<file path="src/rtl/if_fetch_queue.sv">
// Fetch stage: PC, synchronous instruction memory and a decoupled fetch queue.
// Optional halt detection on an all-ones word is enabled by IF_HALT_DETECT_EN.
module if_fetch_queue #(
    parameter int                    BITS_SIZE  = 32,
    parameter int                    SIZE_TOTAL = 256,
    parameter int                    FQ_DEPTH   = 4,
    parameter logic [BITS_SIZE-1:0] RESET_PC   = '0
) (
    input  logic                        i_clk,
    input  logic                        i_reset,
    input  logic                        i_step,
    input  logic                        i_load_en,
    input  logic [BITS_SIZE-1:0]        i_load_addr,
    input  logic [BITS_SIZE-1:0]        i_load_data,
    input  logic                        i_redirect,
    input  logic [BITS_SIZE-1:0]        i_redirect_pc,
    input  logic                        i_ready,
    output logic                        o_valid,
    output logic [BITS_SIZE-1:0]        o_instruction,
    output logic [BITS_SIZE-1:0]        o_pc,
    output logic [BITS_SIZE-1:0]        o_pc4,
    output logic [BITS_SIZE-1:0]        o_pc8,
    output logic [$clog2(FQ_DEPTH):0]   o_count,
    output logic                        o_halted
);

    localparam int PW    = $clog2(FQ_DEPTH);
    localparam int CW    = PW + 1;
    localparam int AW    = $clog2(SIZE_TOTAL);
    localparam int WORDS = SIZE_TOTAL / 4;
    localparam logic [BITS_SIZE-1:0] MEM_END = BITS_SIZE'(SIZE_TOTAL);
    localparam logic [BITS_SIZE-1:0] FOUR    = BITS_SIZE'(4);
    localparam logic [BITS_SIZE-1:0] EIGHT   = BITS_SIZE'(8);

    typedef struct packed {
        logic [BITS_SIZE-1:0] instr;
        logic [BITS_SIZE-1:0] pc;
        logic [BITS_SIZE-1:0] pc4;
        logic [BITS_SIZE-1:0] pc8;
    } fq_entry_t;

    logic [BITS_SIZE-1:0] mem [WORDS];
    fq_entry_t            fq_mem [FQ_DEPTH];

    logic [BITS_SIZE-1:0] pc_q, pc_d;
    logic [BITS_SIZE-1:0] fa_q, fa_d;
    logic                 inflight_q, inflight_d;
    logic [PW-1:0]        wr_ptr_q, wr_ptr_d;
    logic [PW-1:0]        rd_ptr_q, rd_ptr_d;
    logic [CW-1:0]        count_q, count_d;
    fq_entry_t            last_q, last_d;
    logic [BITS_SIZE-1:0] rdata_q;

    logic                 halt_w;
    logic                 pop;
    logic                 push;
    logic                 issue;
    logic [CW:0]          occ;
    logic                 load_we;
    logic                 rd_in_range;
    fq_entry_t            head;
    fq_entry_t            new_entry;

    assign head    = fq_mem[rd_ptr_q];
    assign o_valid = (count_q != '0);
    assign pop     = o_valid & i_ready & i_step;
    assign push    = i_step & inflight_q & ~i_redirect & ~halt_w;
    // Slot reservation counts the fetch already in flight.
    assign occ     = {1'b0, count_q} + (CW+1)'(inflight_q) - (CW+1)'(pop);
    assign issue   = i_step & ~i_load_en & ~i_redirect & ~halt_w
                   & (occ < (CW+1)'(FQ_DEPTH));

    assign load_we     = i_step & i_load_en & (i_load_addr < MEM_END);
    assign rd_in_range = (pc_q < MEM_END);

    assign new_entry.instr = rdata_q;
    assign new_entry.pc    = fa_q;
    assign new_entry.pc4   = fa_q + FOUR;
    assign new_entry.pc8   = fa_q + EIGHT;

    assign o_instruction = o_valid ? head.instr : last_q.instr;
    assign o_pc          = o_valid ? head.pc    : last_q.pc;
    assign o_pc4         = o_valid ? head.pc4   : last_q.pc4;
    assign o_pc8         = o_valid ? head.pc8   : last_q.pc8;
    assign o_count       = count_q;

    always_ff @(posedge i_clk) begin
        if (load_we) begin
            mem[i_load_addr[AW-1:2]] <= i_load_data;
        end
        if (issue) begin
            rdata_q <= rd_in_range ? mem[pc_q[AW-1:2]] : '0;
        end
        if (push) begin
            fq_mem[wr_ptr_q] <= new_entry;
        end
    end

    always_comb begin
        pc_d       = pc_q;
        fa_d       = fa_q;
        inflight_d = inflight_q;
        wr_ptr_d   = wr_ptr_q;
        rd_ptr_d   = rd_ptr_q;
        count_d    = count_q;
        last_d     = last_q;
        if (i_step) begin
            if (o_valid && (pop || i_redirect)) begin
                last_d = head;
            end
            if (i_redirect) begin
                pc_d       = i_redirect_pc;
                inflight_d = 1'b0;
                wr_ptr_d   = '0;
                rd_ptr_d   = '0;
                count_d    = '0;
            end else begin
                if (push) begin
                    wr_ptr_d = wr_ptr_q + 1'b1;
                end
                if (pop) begin
                    rd_ptr_d = rd_ptr_q + 1'b1;
                end
                count_d    = count_q + CW'(push) - CW'(pop);
                inflight_d = issue;
                if (issue) begin
                    pc_d = pc_q + FOUR;
                    fa_d = pc_q;
                end
            end
        end
    end

    always_ff @(posedge i_clk or negedge i_reset) begin
        if (!i_reset) begin
            pc_q       <= RESET_PC;
            fa_q       <= '0;
            inflight_q <= 1'b0;
            wr_ptr_q   <= '0;
            rd_ptr_q   <= '0;
            count_q    <= '0;
            last_q     <= '0;
        end else begin
            pc_q       <= pc_d;
            fa_q       <= fa_d;
            inflight_q <= inflight_d;
            wr_ptr_q   <= wr_ptr_d;
            rd_ptr_q   <= rd_ptr_d;
            count_q    <= count_d;
            last_q     <= last_d;
        end
    end

`ifdef IF_HALT_DETECT_EN
    logic halted_q, halted_d;

    // A killed response never sets the flag; a redirect always clears it.
    always_comb begin
        halted_d = halted_q;
        if (i_step) begin
            if (i_redirect) begin
                halted_d = 1'b0;
            end else if (push && (rdata_q == '1)) begin
                halted_d = 1'b1;
            end
        end
    end

    always_ff @(posedge i_clk or negedge i_reset) begin
        if (!i_reset) begin
            halted_q <= 1'b0;
        end else begin
            halted_q <= halted_d;
        end
    end

    assign halt_w = halted_q;
`else
    assign halt_w = 1'b0;
`endif

    assign o_halted = halt_w;

endmodule

</file>
<file path="config.mk">
export PLATFORM = sky130hd
export DESIGN_NAME = if_fetch_queue
export DESIGN_NICKNAME = d
export VERILOG_FILES = /design/src/rtl/if_fetch_queue.sv
export SDC_FILE = /design/constraint.sdc
export NUM_CORES = 2
export LEC_CHECK = 0
export BUFFER_PORTS_ARGS = -buffer_cell sky130_fd_sc_hd__buf_2
export CELL_PAD_IN_SITES_DETAIL_PLACEMENT = 1
export CELL_PAD_IN_SITES_GLOBAL_PLACEMENT = 1
export CORE_ASPECT_RATIO = 1.25
export CORE_UTILIZATION = 25
export DETAILED_ROUTE_END_ITERATION = 8
export PLACE_DENSITY_LB_ADDON = 0.08
export SYNTH_ARGS = -nofsm -noshare
export SYNTH_HDL_FRONTEND = slang
export SYNTH_SLANG_ARGS = --single-unit
</file>
<file path="constraint.sdc">
create_clock -name i_clk -period 10.5 [get_ports i_clk]
set_input_delay 1.05 -clock i_clk [delete_from_list [all_inputs] [get_ports i_clk]]
set_output_delay 1.05 -clock i_clk [all_outputs]
set_load 0.1 [all_outputs]
</file>
==> results.py <==
metrics = {
    "sta": {
        "tns_ps": 0,
        "tightest_slew_ps": 1207,
        "setup_violations": 0,
        "post-route-period-util_pct": 54.73,
        "drv_slew": 0,
        "final_hold_viol_count": 0,
        "rsz0062_at_grt": "no",
        "slew_headroom_pct": 18.84,
        "finClkSkew_ps": 36.67,
        "fin_crit_ps": 5747,
        "fmax_mhz": 174.0,
    },
    "cts": {
        "clock_sinks": 2767,
        "cts_resized": 0,
        "cts.clk_slew.worst_paths_ps": 60,
        "tritoncts": "yes",
        "htreeDepth": 5,
        "cts_buffer_depth": 4,
        "cts_hold_buf": 0,
        "clk_latency_ps": 920,
        "cts_setup_buffers": 0,
        "root_buffer": "clkbuf_16",
        "cts-buffers-inserted": 324,
    },
    "floorplan": {
        "die-area_sq_um": 433500,
        "coreArea_sq_um": 429100,
        "die_w_um": 589.1,
        "die_y_um": 735.9,
        "ios": 235,
        "rows": 269,
        "start_util_pct": 25.10,
    },
    "logic_synthesis": {
        "ys_warn_count": 0,
        "ys_async_sr_fraction_pct": 7.047,
        "synth_common_cells": "2,572 x edfxtp_1, 617 x mux4_2, 310 x mux2_2, 195 x dfrtp_1, 174 x mux2i_1",
        "ys_dominant_reg_cell": "edfxtp_1",
        "synth_seq_cells": 2767,
        "yosys-top-cells-area": "edfxtp_1 72%, mux4_2 13%, dfrtp_1 4.5%, mux2_2 3.2%, mux2i_1 1.6%",
        "syn_nets": 5082,
        "postSynthAreaPerCell_sq_um": 21.68,
        "ys_seq_area_share_pct": 76.23,
        "synth_edf_count": 2572,
        "yosysMostFrequentCell": "edfxtp_1",
        "postSynthCellCount": 4969,
        "synth_area_sq_um": 107700,
        "synth.top_cell.area_share_pct": 71.70,
        "synth_cell_types": 78,
        "synth_top_area_cell": "edfxtp_1",
    },
    "setup_path": {
        "r2r_cells": 8,
        "worstPathArrival_ps": 4700,
        "r2r_end": "rdata_q[28]$_SDFFCE_PP0P_",
        "cp-end-kind": "output port",
        "startpoint_type": "register",
        "reg2reg_slack_ps": 5540,
        "path_class": "reg2out",
        "worstPathRequired_ps": 9450,
        "r2r-start": "pc_q[2]$_DFFE_PN0P_",
        "crit_start": "rd_ptr_q[0]$_DFFE_PN0P_",
        "path_max_fanout": 37,
    },
    "power": {
        "power_density_nw_per_um2": 284.1,
        "ir_drop_v": 0.0002721,
        "power_w": 0.03597,
        "p_leak_nw": 39.32,
    },
    "cells_and_area": {
        "syn_to_final_growth_pct": 17.55,
        "multi_input_area_sq_um": 24690,
        "final_area_sq_um": 126600,
        "n_fill_cell": 43090,
        "nets": 5533,
        "finalNonFillerCells": 11380,
        "drive_above_1_share_pct": 32.89,
        "regArea_sq_um": 82140,
    },
    "placed_design": {
        "dp_hpwl_um": 199200,
        "io_buffer_count": 231,
        "place.gp.congestion": 0.7089,
        "place_area_sq_um": 116700,
        "dp.cells": 10790,
    },
    "drt": {
        "drcViolationCount": 0,
        "routed_wirelength_um": 343300,
        "top_layer": "met5",
        "drt-met1-wl_um": 148000,
        "wl_per_cell_um": 30.16,
        "met3_length_um": 14610,
        "wl_met2_um": 172300,
        "drt-pass1-iter-count": 5,
        "ant_nets": 0,
        "vias_per_cell": 4.540,
        "drt-initial-drc-count": 3495,
        "vias": 51670,
    },
    "global_routing": {
        "grt_antenna_before_repair": 28,
        "grt_pass1_wl_um": 475100,
        "grt.total_usage_pct": 15.69,
        "grt_overflow": 0,
        "first_global_vias": 56660,
        "grt_start_max_net_pins": 109,
    },
    "min_path": {
        "hold_class": "in2async",
    },
    "run_status": {
        "status": "complete, no violations",
    },
    "run": {
        "cap_violations": 0,
    },
}
-- cells in the final DEF, fill, tap and decap left out, types with 10 or more instances in the layout --
master     instances
ha_1              10
mux2i_1          174
diode_2           13
nand2_1           82
clkbuf_16        329
mux4_2           617
clkinv_2          45
o22ai_1           67
o221ai_1          15
dfrtp_1          188
xor2_1            20
o211ai_1          13
bufinv_16         12
o21ai_0           29
inv_1             23
buf_4            172
buf_2            229
nor4_1            15
edfxtp_1        2572
nand4_1           28
mux2_2           310
inv_6             11
nand3_1           41
buf_12            11
a22oi_1           32
xnor2_1           37
nor3_1            18
nand2b_1          10
nor2_4            66
a21oi_1           28
nor2_1            55
clkbuf_1          91
clkinv_1          71
and3_1            10
a211oi_1          40
nor2b_1           23
-- state kept, by name, indices dropped and copies added (netlist names) --
register	flops
pc_q	32
last_q	123
o_count	3
fa_q	32
rdata_q	32
inflight_q	1
mem	2048
wr_ptr_q	2
fq_mem	492
rd_ptr_q	2
-- worst max-delay path: stages, from the launching register on --
cell and delay (ps):
dfrtp_4 900, buf_4 680, buf_4 810, mux4_2 640
mux2_2 330, buf_2 300
-- power by group --
part	total, W	switching (W)	internal, W	leakage (nW)
Clock	0.0107	0.00461	0.00613	4.84
Combinational	0.0120	0.00823	0.00373	9.01
Sequential	0.0133	0.000588	0.0127	25.5
-- final cells by class --
class / count / share of cell area [%]
sequential: 2767 / 64.86
multi-input combinational: 1891 / 19.50
inverter: 23 / 0.06818
clock buffer: 429 / 6.869
timing repair buffer: 413 / 2.110
tap: 5691 / 5.623
clock inverter: 153 / 0.9406
antenna: 13 / 0.02569
-- cells by family (layout without fill, tap and decap cells) --
group           count (synthesis)  count (layout)  synth area share, %
flops                        2767            2767                76.23
mux                          1101            1101                17.76
simple gates                  399             399                1.856
compound gates                322             322                2.156
buf+inv                       311            1018                1.403
xor+xnor                       57              57               0.4634
fa+ha+maj                      11              11               0.1347
other cells                     1              14             0.003481
-- layer usage --
metal | vias to the layer above | global-route usage, %
met4 | 6 | 3.907
met1 | 28480 | 20.37
met2 | 1026 | 27.15
li1 | 21740 | -
met3 | 413 | 2.599
met5 | - | 0
-- worst max path at each step --
stage | end | slack, ps
floorplan | rdata_q[0]$_SDFFCE_PP0P_ | 5060
global placement | mem[31][22]$_DFFE_PP_ | 4580
detailed placement | mem[31][22]$_DFFE_PP_ | 4520
CTS | o_pc4[2] | 4390
global route | o_pc4[2] | 4290
finish | o_pc4[2] | 4750
-- metrics by stage --
stage | hold WS (ps) | util, % | worst slack, ps
floorplan | 440.1 | - | 5056
global placement | 471.3 | 27.20 | 4575
detailed placement | 468.8 | 27.20 | 4521
CTS | 23.26 | 29.50 | 4392
global route | 60.56 | 29.50 | 4293
finish | 90.37 | 29.51 | 4753
Note: power is estimated with default switching activity, not from simulation.
